`src/rtl/mem_bus_arb_pkg.sv`:
```
// Shared definitions for mem_bus_arb: FSM encoding, index width helper and default sizes.
package mem_arb_pkg;

    typedef enum logic [1:0] {
        ST_IDLE   = 2'd0,
        ST_ACCESS = 2'd1,
        ST_RESP   = 2'd2
    } arb_state_e;

    localparam int DEF_NUM_M   = 3;
    localparam int DEF_TMO_CYC = 255;
    localparam int TMO_CNT_W   = 8;

    // Index width that stays at least one bit wide for a single requester.
    function automatic int idx_w(input int n);
        return (n > 1) ? $clog2(n) : 1;
    endfunction

endpackage

```
`src/rtl/mem_bus_arb_rr_sel.sv`:
```
// Combinational winner select: round-robin from ptr+1 by default,
// lowest-index fixed priority when MEM_ARB_FIXED_PRIO_EN is defined.
module arb_rr_sel #(
    parameter int NUM_M = 3,
    parameter int IDX_W = 2
) (
    input  logic [NUM_M-1:0] req_i,
    input  logic [IDX_W-1:0] ptr_i,
    output logic [NUM_M-1:0] gnt_oh_o,
    output logic [IDX_W-1:0] gnt_idx_o,
    output logic             vld_o
);

    logic found;

`ifdef MEM_ARB_FIXED_PRIO_EN
    logic unused_ptr;
    assign unused_ptr = ^ptr_i;

    always_comb begin
        gnt_idx_o = '0;
        found     = 1'b0;
        // Walk downwards so the lowest requesting index is the last write.
        for (int i = NUM_M - 1; i >= 0; i--) begin
            if (req_i[i]) begin
                gnt_idx_o = IDX_W'(i);
                found     = 1'b1;
            end
        end
    end
`else
    always_comb begin
        int idx;
        gnt_idx_o = '0;
        found     = 1'b0;
        idx       = 0;
        for (int k = 1; k <= NUM_M; k++) begin
            idx = (int'(ptr_i) + k) % NUM_M;
            if (!found && req_i[idx]) begin
                gnt_idx_o = IDX_W'(idx);
                found     = 1'b1;
            end
        end
    end
`endif

    assign gnt_oh_o = found ? (NUM_M'(1) << gnt_idx_o) : '0;
    assign vld_o    = found;

endmodule

```
`src/rtl/mem_bus_arb.sv`:
```
// Arbiter/sequencer sharing one single-port memory slave among NUM_M masters.
// Define MEM_ARB_FIXED_PRIO_EN for fixed priority (m0 highest) instead of round-robin.
module mem_bus_arb
    import mem_arb_pkg::*;
#(
    parameter int NUM_M   = DEF_NUM_M,
    parameter int ADDR_W  = 32,
    parameter int DATA_W  = 32,
    parameter int TMO_CYC = DEF_TMO_CYC
) (
    input  logic                    clk,
    input  logic                    rst,
    input  logic [NUM_M-1:0]        m_req,
    input  logic [NUM_M-1:0]        m_we,
    input  logic [NUM_M*ADDR_W-1:0] m_addr,
    input  logic [NUM_M*DATA_W-1:0] m_wdata,
    output logic [NUM_M-1:0]        m_gnt,
    output logic [NUM_M-1:0]        m_rvalid,
    output logic [DATA_W-1:0]       m_rdata,
    output logic                    m_err,
    output logic                    s_en,
    output logic                    s_we,
    output logic [ADDR_W-1:0]       s_addr,
    output logic [DATA_W-1:0]       s_wdata,
    input  logic [DATA_W-1:0]       s_rdata,
    input  logic                    s_ready,
    output logic                    hold_o
);

    localparam int IDX_W = idx_w(NUM_M);

    arb_state_e             state_q;
    logic [IDX_W-1:0]       w_q;
    logic [IDX_W-1:0]       ptr_q;
    logic [TMO_CNT_W-1:0]   cnt_q, cnt_d;
    logic [NUM_M-1:0]       gnt_q, rvalid_q;
    logic [DATA_W-1:0]      rdata_q;
    logic                   err_q;
    logic                   s_en_q, s_we_q;
    logic [ADDR_W-1:0]      s_addr_q;
    logic [DATA_W-1:0]      s_wdata_q;

    logic [NUM_M-1:0]       sel_oh;
    logic [IDX_W-1:0]       sel_idx;
    logic                   sel_vld;
    logic [NUM_M-1:0]       w_oh;

    arb_rr_sel #(.NUM_M(NUM_M), .IDX_W(IDX_W)) u_sel (
        .req_i     (m_req),
        .ptr_i     (ptr_q),
        .gnt_oh_o  (sel_oh),
        .gnt_idx_o (sel_idx),
        .vld_o     (sel_vld)
    );

    assign cnt_d = cnt_q + 1'b1;
    assign w_oh  = NUM_M'(1) << w_q;

    always_ff @(posedge clk) begin
        if (rst) begin
            state_q   <= ST_IDLE;
            w_q       <= '0;
            ptr_q     <= IDX_W'(NUM_M - 1);
            cnt_q     <= '0;
            gnt_q     <= '0;
            rvalid_q  <= '0;
            rdata_q   <= '0;
            err_q     <= 1'b0;
            s_en_q    <= 1'b0;
            s_we_q    <= 1'b0;
            s_addr_q  <= '0;
            s_wdata_q <= '0;
        end else begin
            gnt_q    <= '0;
            rvalid_q <= '0;
            case (state_q)
                ST_IDLE: begin
                    if (sel_vld) begin
                        state_q   <= ST_ACCESS;
                        w_q       <= sel_idx;
                        ptr_q     <= sel_idx;
                        gnt_q     <= sel_oh;
                        cnt_q     <= '0;
                        s_en_q    <= 1'b1;
                        s_we_q    <= m_we[sel_idx];
                        s_addr_q  <= m_addr[sel_idx*ADDR_W +: ADDR_W];
                        s_wdata_q <= m_wdata[sel_idx*DATA_W +: DATA_W];
                    end
                end
                ST_ACCESS: begin
                    // A completing slave beats a timeout reached in the same cycle.
                    if (s_ready) begin
                        state_q  <= ST_RESP;
                        s_en_q   <= 1'b0;
                        rvalid_q <= w_oh;
                        rdata_q  <= s_we_q ? '0 : s_rdata;
                        err_q    <= 1'b0;
                    end else if (cnt_d == TMO_CNT_W'(TMO_CYC)) begin
                        state_q  <= ST_RESP;
                        s_en_q   <= 1'b0;
                        rvalid_q <= w_oh;
                        rdata_q  <= '0;
                        err_q    <= 1'b1;
                    end else begin
                        cnt_q <= cnt_d;
                    end
                end
                ST_RESP: begin
                    state_q <= ST_IDLE;
                    rdata_q <= '0;
                    err_q   <= 1'b0;
                end
                default: state_q <= ST_IDLE;
            endcase
        end
    end

    assign m_gnt    = gnt_q;
    assign m_rvalid = rvalid_q;
    assign m_rdata  = rdata_q;
    assign m_err    = err_q;
    assign s_en     = s_en_q;
    assign s_we     = s_we_q;
    assign s_addr   = s_addr_q;
    assign s_wdata  = s_wdata_q;

    assign hold_o = (m_req[0] && state_q == ST_IDLE) ||
                    (w_q == '0 && state_q == ST_ACCESS);

endmodule
```
`config.mk`:
```
export PLATFORM = sky130hd
export DESIGN_NAME = mem_bus_arb
export DESIGN_NICKNAME = d
export VERILOG_FILES = /design/src/rtl/mem_bus_arb_pkg.sv /design/src/rtl/mem_bus_arb_rr_sel.sv /design/src/rtl/mem_bus_arb.sv
export SDC_FILE = /design/constraint.sdc
export NUM_CORES = 1
export LEC_CHECK = 0
export CORE_AREA = 2 2 131 133
export DETAILED_ROUTE_END_ITERATION = 8
export DIE_AREA = 0 0 133 135
export GPL_TIMING_DRIVEN = 0
export PLACE_DENSITY_LB_ADDON = 0.25
export SLEW_MARGIN = 20
export SYNTH_ARGS = -nofsm -noshare
export SYNTH_HDL_FRONTEND = slang
export SYNTH_SLANG_ARGS = --single-unit
```
`constraint.sdc`:
```
create_clock -name clk -period 2.7 [get_ports clk]
set_input_delay 0.81 -clock clk [delete_from_list [all_inputs] [get_ports clk]]
set_output_delay 0.81 -clock clk [all_outputs]
set_load 0.1 [all_outputs]
```
After elaboration in Yosys (flattened, before gate mapping) --
Cells that the tools add are included.
Word-level totals: input port bits 233, bits in registers 119, output and inout port bits 106, word-level logic and storage cells 93
Cells by class: mux-type cells 38, shift operators 4, equal/unequal tests 7, magnitude comparators 4, div/mod/pow operators 3, reduce and logical (&&, ||, !) cells 18, bitwise operators 3, add/subtract/negate cells 4
Operators by type and width (count):
- $shiftx A96 B8 Y32 | 2
- $lt A32 B4 Y1 const B | 3
- $mod A32 B3 Y32 const B | 3
- $mux W32 | 3
- $pmux W32 S2 | 1
- $mux W8 | 3
- $pmux W8 S2 | 1
- $mux W1 | 15
- $mux W2 | 6
- $add A8 B1 Y8 const B | 1
- $bmux W1 S2 | 4
- $eq A8 B8 Y1 const B | 1
- $add A2 B2 Y3 const B | 2
- $mux W3 | 2
- $ne A2 B2 Y1 const B | 3
- $reduce_and A2 Y1 | 3
- $shl A1 B2 Y3 const A | 2
- $logic_and A1 B1 Y1 | 4
- $logic_not A2 Y1 | 2
- $pmux W1 S2 | 2
- $pmux W2 S2 | 1
- $reduce_and A4 Y1 | 1
- $reduce_bool A2 Y1 | 2
- $add A2 B1 Y3 const B | 1
- other kinds (10) | 13

Logic depth before layout (Yosys ltp) --
depth in word-level cells 14, gate-level depth with buffers 10, depth with buffers taken out 7

Cells and area by module --
Synthesis repeated with hierarchy kept, for this count alone.
Unflattened totals: cell total of the unflattened synthesis 731, area total of the unflattened synthesis 6019.5 µm²
Modules (own cells, without submodules):
- mem_bus_arb | seq. area each 2362.3 µm², cells an instance 693, times used 1, area an instance 5780.5 µm²
- arb_rr_sel | seq. area each 0.0 µm², cells an instance 38, times used 1, area an instance 239.0 µm²

Worst setup path before layout --
No wires, ideal clock.
path kind input to output, start in m_req[0], end out hold_o, setup slack -0.225 ns, data arrival time 2.115 ns, required time 1.890 ns, buffers on the path 0, stages on the path 2, path through mux2i_1 -> nor2_1
Between the ends: longest elaborated chain between the ends 2
RTL lines:
- start: declaration | RTL line mem_bus_arb.sv:13 | input logic [NUM_M-1:0] m_req,
- $logic_and A1 B1 Y1 | RTL line mem_bus_arb.sv:127 | assign hold_o = (m_req[0] && state_q == ST_IDLE) ||
- $logic_or A1 B1 Y1 | RTL line mem_bus_arb.sv:127
- end: declaration | RTL line mem_bus_arb.sv:27 | output logic hold_o
Every way passes these cells.

Final worst setup path --
start reg gnt_q[2], in the netlist m_gnt[2], end out m_gnt[2]
RTL lines:
- start: declaration | RTL line mem_bus_arb.sv:36 | logic [NUM_M-1:0] gnt_q, rvalid_q;
- start signal: assignment | RTL line mem_bus_arb.sv:82 | gnt_q <= sel_oh;
- end: declaration | RTL line mem_bus_arb.sv:17 | output logic [NUM_M-1:0] m_gnt,
No word-level cell between the ends.

==> metrics.txt <==
initial antenna violation count 0; CTS tree yes; post-DP HPWL 19140 um; share of flip-flops with an asynchronous set or reset 0; Crit-path slowest cell clkdlybuf4s50_1; Seq/Total Area, Yosys 0.3615; DIE AREA 0.01796 mm^2; vias in the first global route 7253; CP Data Arrival Time 1.86 ns; area leader, netlist dfxtp_1; Distinct cells, synth 49; Worst Path Required 1.89 ns; RSZ-0062 raised after global routing true; clk sinks 118; chip width 133 um; Clock power frac 0.238; Routed Antenna Nets 0; Layout area overhead 64.96%; CP startpoint kind flip-flop; I/O Pins 339; min Tclk post-route 2.666 ns; Logic pwr share 0.535; drc violations 0; cells after synthesis 797; fin area 0.01078 mm^2; average size of a mapped cell 8.198 um^2; CP Cell Sequence clkdlybuf4s50_1; LEAKAGE 4.649 nW; first-pass GRT wire length 38140 um; Achievable Freq 0.3751 GHz; Hold WS 0.4538 ns; count leader, synth dfxtp_1; family with the most delay on the worst path buffers and inverters; Die Height 135 um; number of max-cap violations 0; num rows 47; Hold Crit Class reg2reg; Root Driver clkbuf_16; initial core utilization 0.3982; max incr delay on CP 1.14 ns; Internal 5.021 mW; most common library cells after synthesis dfxtp_1, inv_1, nand3_1; setup ws final 0.03432 ns; Period Utilization, post-route 0.9873; crit-path max FO 1; CTS Buf Count 17; Max transition margin 0.2858; Clock Tree Buf Depth 2; final core occ 0.6569; Worst VDD drop 0.5499 mV; Total Power 10.17 mW; CP Buf/Inv Count 1; layout filler cell count 1435; Worst-Skew Late Latency 0.41 ns; dpl cell area 0.01018 mm^2; post-DR vias/cell 5.345; Routed WL per cell 17.84 um; PD cells 943.2 mW/mm^2; Worst Tran Pin Value 1.076 ns; H-Tree Level Count 4; Worst Setup End Kind output pin; Routed WL 24760 um; final slew viol count 0; sequential power share 0.226; GRT overflow 0; Post-Syn Area 0.006534 mm^2; final hold violation count 0; Ant. Diodes 0; Routability Congestion 0.9120; Final setup viols 0; core footprint 0.01641 mm^2; number of synthesized register bits 118; share of Yosys cell area claimed by the top area cell type 0.3615; drt first pass iters 6; post-layout net count 1392; clock-pin transition on the worst setup and hold timing paths 0.06 ns; Top FF cell, synth dfxtp_1; Setup Skew 0.004543 ns; status finished, final reports clean; largest net degree at the start of global routing 17; Port-buffer cells 337; synth top area cells dfxtp_1, a211oi_1, nand3_1; vias 7419; gr usage total 0.2703; layout cells sized above 1 0.09675; Sw Pwr 5.144 mW; Ys Warns 0; worst setup path class reg2out; syn_nets 1034; Iteration-0 DRC Markers 317; EDFF count, synth 0; switching part of the total 0.5061; pre-CTS WS -0.9483 ns
[flip-flops by register name, summed over array words and instances, names as in the netlist]
register  count
m_rdata      32
m_rvalid      3
cnt_q         8
s_we          1
state_q       2
s_addr       32
ptr_q         1
m_gnt         3
m_err         1
w_q           2
s_en          1
s_wdata      32
[layout make-up]
| type | count | area (um^2) | area share |
|---|---|---|---|
| repair buffers | 339 | 3296 | 0.3058 |
| well taps | 220 | 275.3 | 0.02554 |
| clock inverters | 14 | 198.9 | 0.01846 |
| clock buffers | 18 | 429.2 | 0.03982 |
| plain buffers | 75 | 352.8 | 0.03274 |
| flip-flops and latches | 118 | 2362 | 0.2192 |
| inverters | 109 | 409.1 | 0.03796 |
| multi-input cells | 495 | 3455 | 0.3205 |
[final timing paths]
kind                            slack, ns                      end               startpoint  cells past startpoint
worst max-delay path                 0.03                 m_gnt[2]      m_gnt[2]$_SDFF_PP0_                      1
worst min-delay path                 0.45  s_addr[15]$_SDFFE_PP0P_  s_addr[15]$_SDFFE_PP0P_                      2
worst max register to register       0.15   s_addr[1]$_SDFFE_PP0P_      w_q[0]$_SDFFE_PP0P_                      8
worst min register to register       0.45  s_addr[15]$_SDFFE_PP0P_  s_addr[15]$_SDFFE_PP0P_                      2
[cells in the final DEF, fill, tap and decap left out, types with 14 or more instances in the layout]
cell             count
mux2i_1             36
dlygate4sd2_1       93
buf_2               14
nand3_1            100
clkbuf_1            45
o21ai_1             63
inv_1              103
o221ai_2            30
clkdlybuf4s50_1    234
clkbuf_16           17
a211oi_1            96
o211ai_1            40
dfxtp_1            118
nand2_1             46
[power groups by stage]
| stage | registers (mW) | logic (mW) | clock network (mW) |
|---|---|---|---|
| 3_5_place_dp | 2.35 | 5.62 | 0 |
| 4_1_cts | 2.30 | 5.41 | 2.46 |
| 5_1_grt | 2.35 | 5.67 | 2.53 |
| 2_1_floorplan | 4.82 | 1.57 | 0 |
| 6_report | 2.30 | 5.44 | 2.42 |
| 3_3_place_gp | 2.33 | 5.60 | 0 |
[per-stage QoR]
| stage | cells | setup TNS (ns) |
|---|---|---|
| floorplan | 797 | 0 |
| global placement | 1354 | -28.40 |
| detailed placement | 1354 | -29.31 |
| CTS | 1386 | 0 |
| global route | 1388 | -0.07920 |
| finish | 1388 | 0 |
[layer usage]
| layer | track usage | up-vias | part of all wire |
|---|---|---|---|
| li1 | - | 3620 | - |
| met1 | 0.3125 | 3432 | 0.39 |
| met2 | 0.4689 | 302 | 0.50 |
| met3 | 0.07132 | 65 | 0.072 |
| met4 | 0.1243 | 0 | 0.037 |
| met5 | 0 | - | 0 |
[repair_timing]
action                                  4_1_cts  5_1_grt
endpoints found under the setup margin       96       72
setup buffers                                 0        2
pin swaps                                     0        1
gates resized for setup                     101       30
hold buffers                                  0        0
[kinds of logic after synthesis]
group	after synthesis	share of synthesized area
flops	118	0.3615
compound gates	267	0.3169
simple gates	186	0.1411
buf+inv	184	0.1141
fa+ha+maj	6	0.01111
mux	36	0.05515
Note: power is estimated with default switching activity, not from simulation.
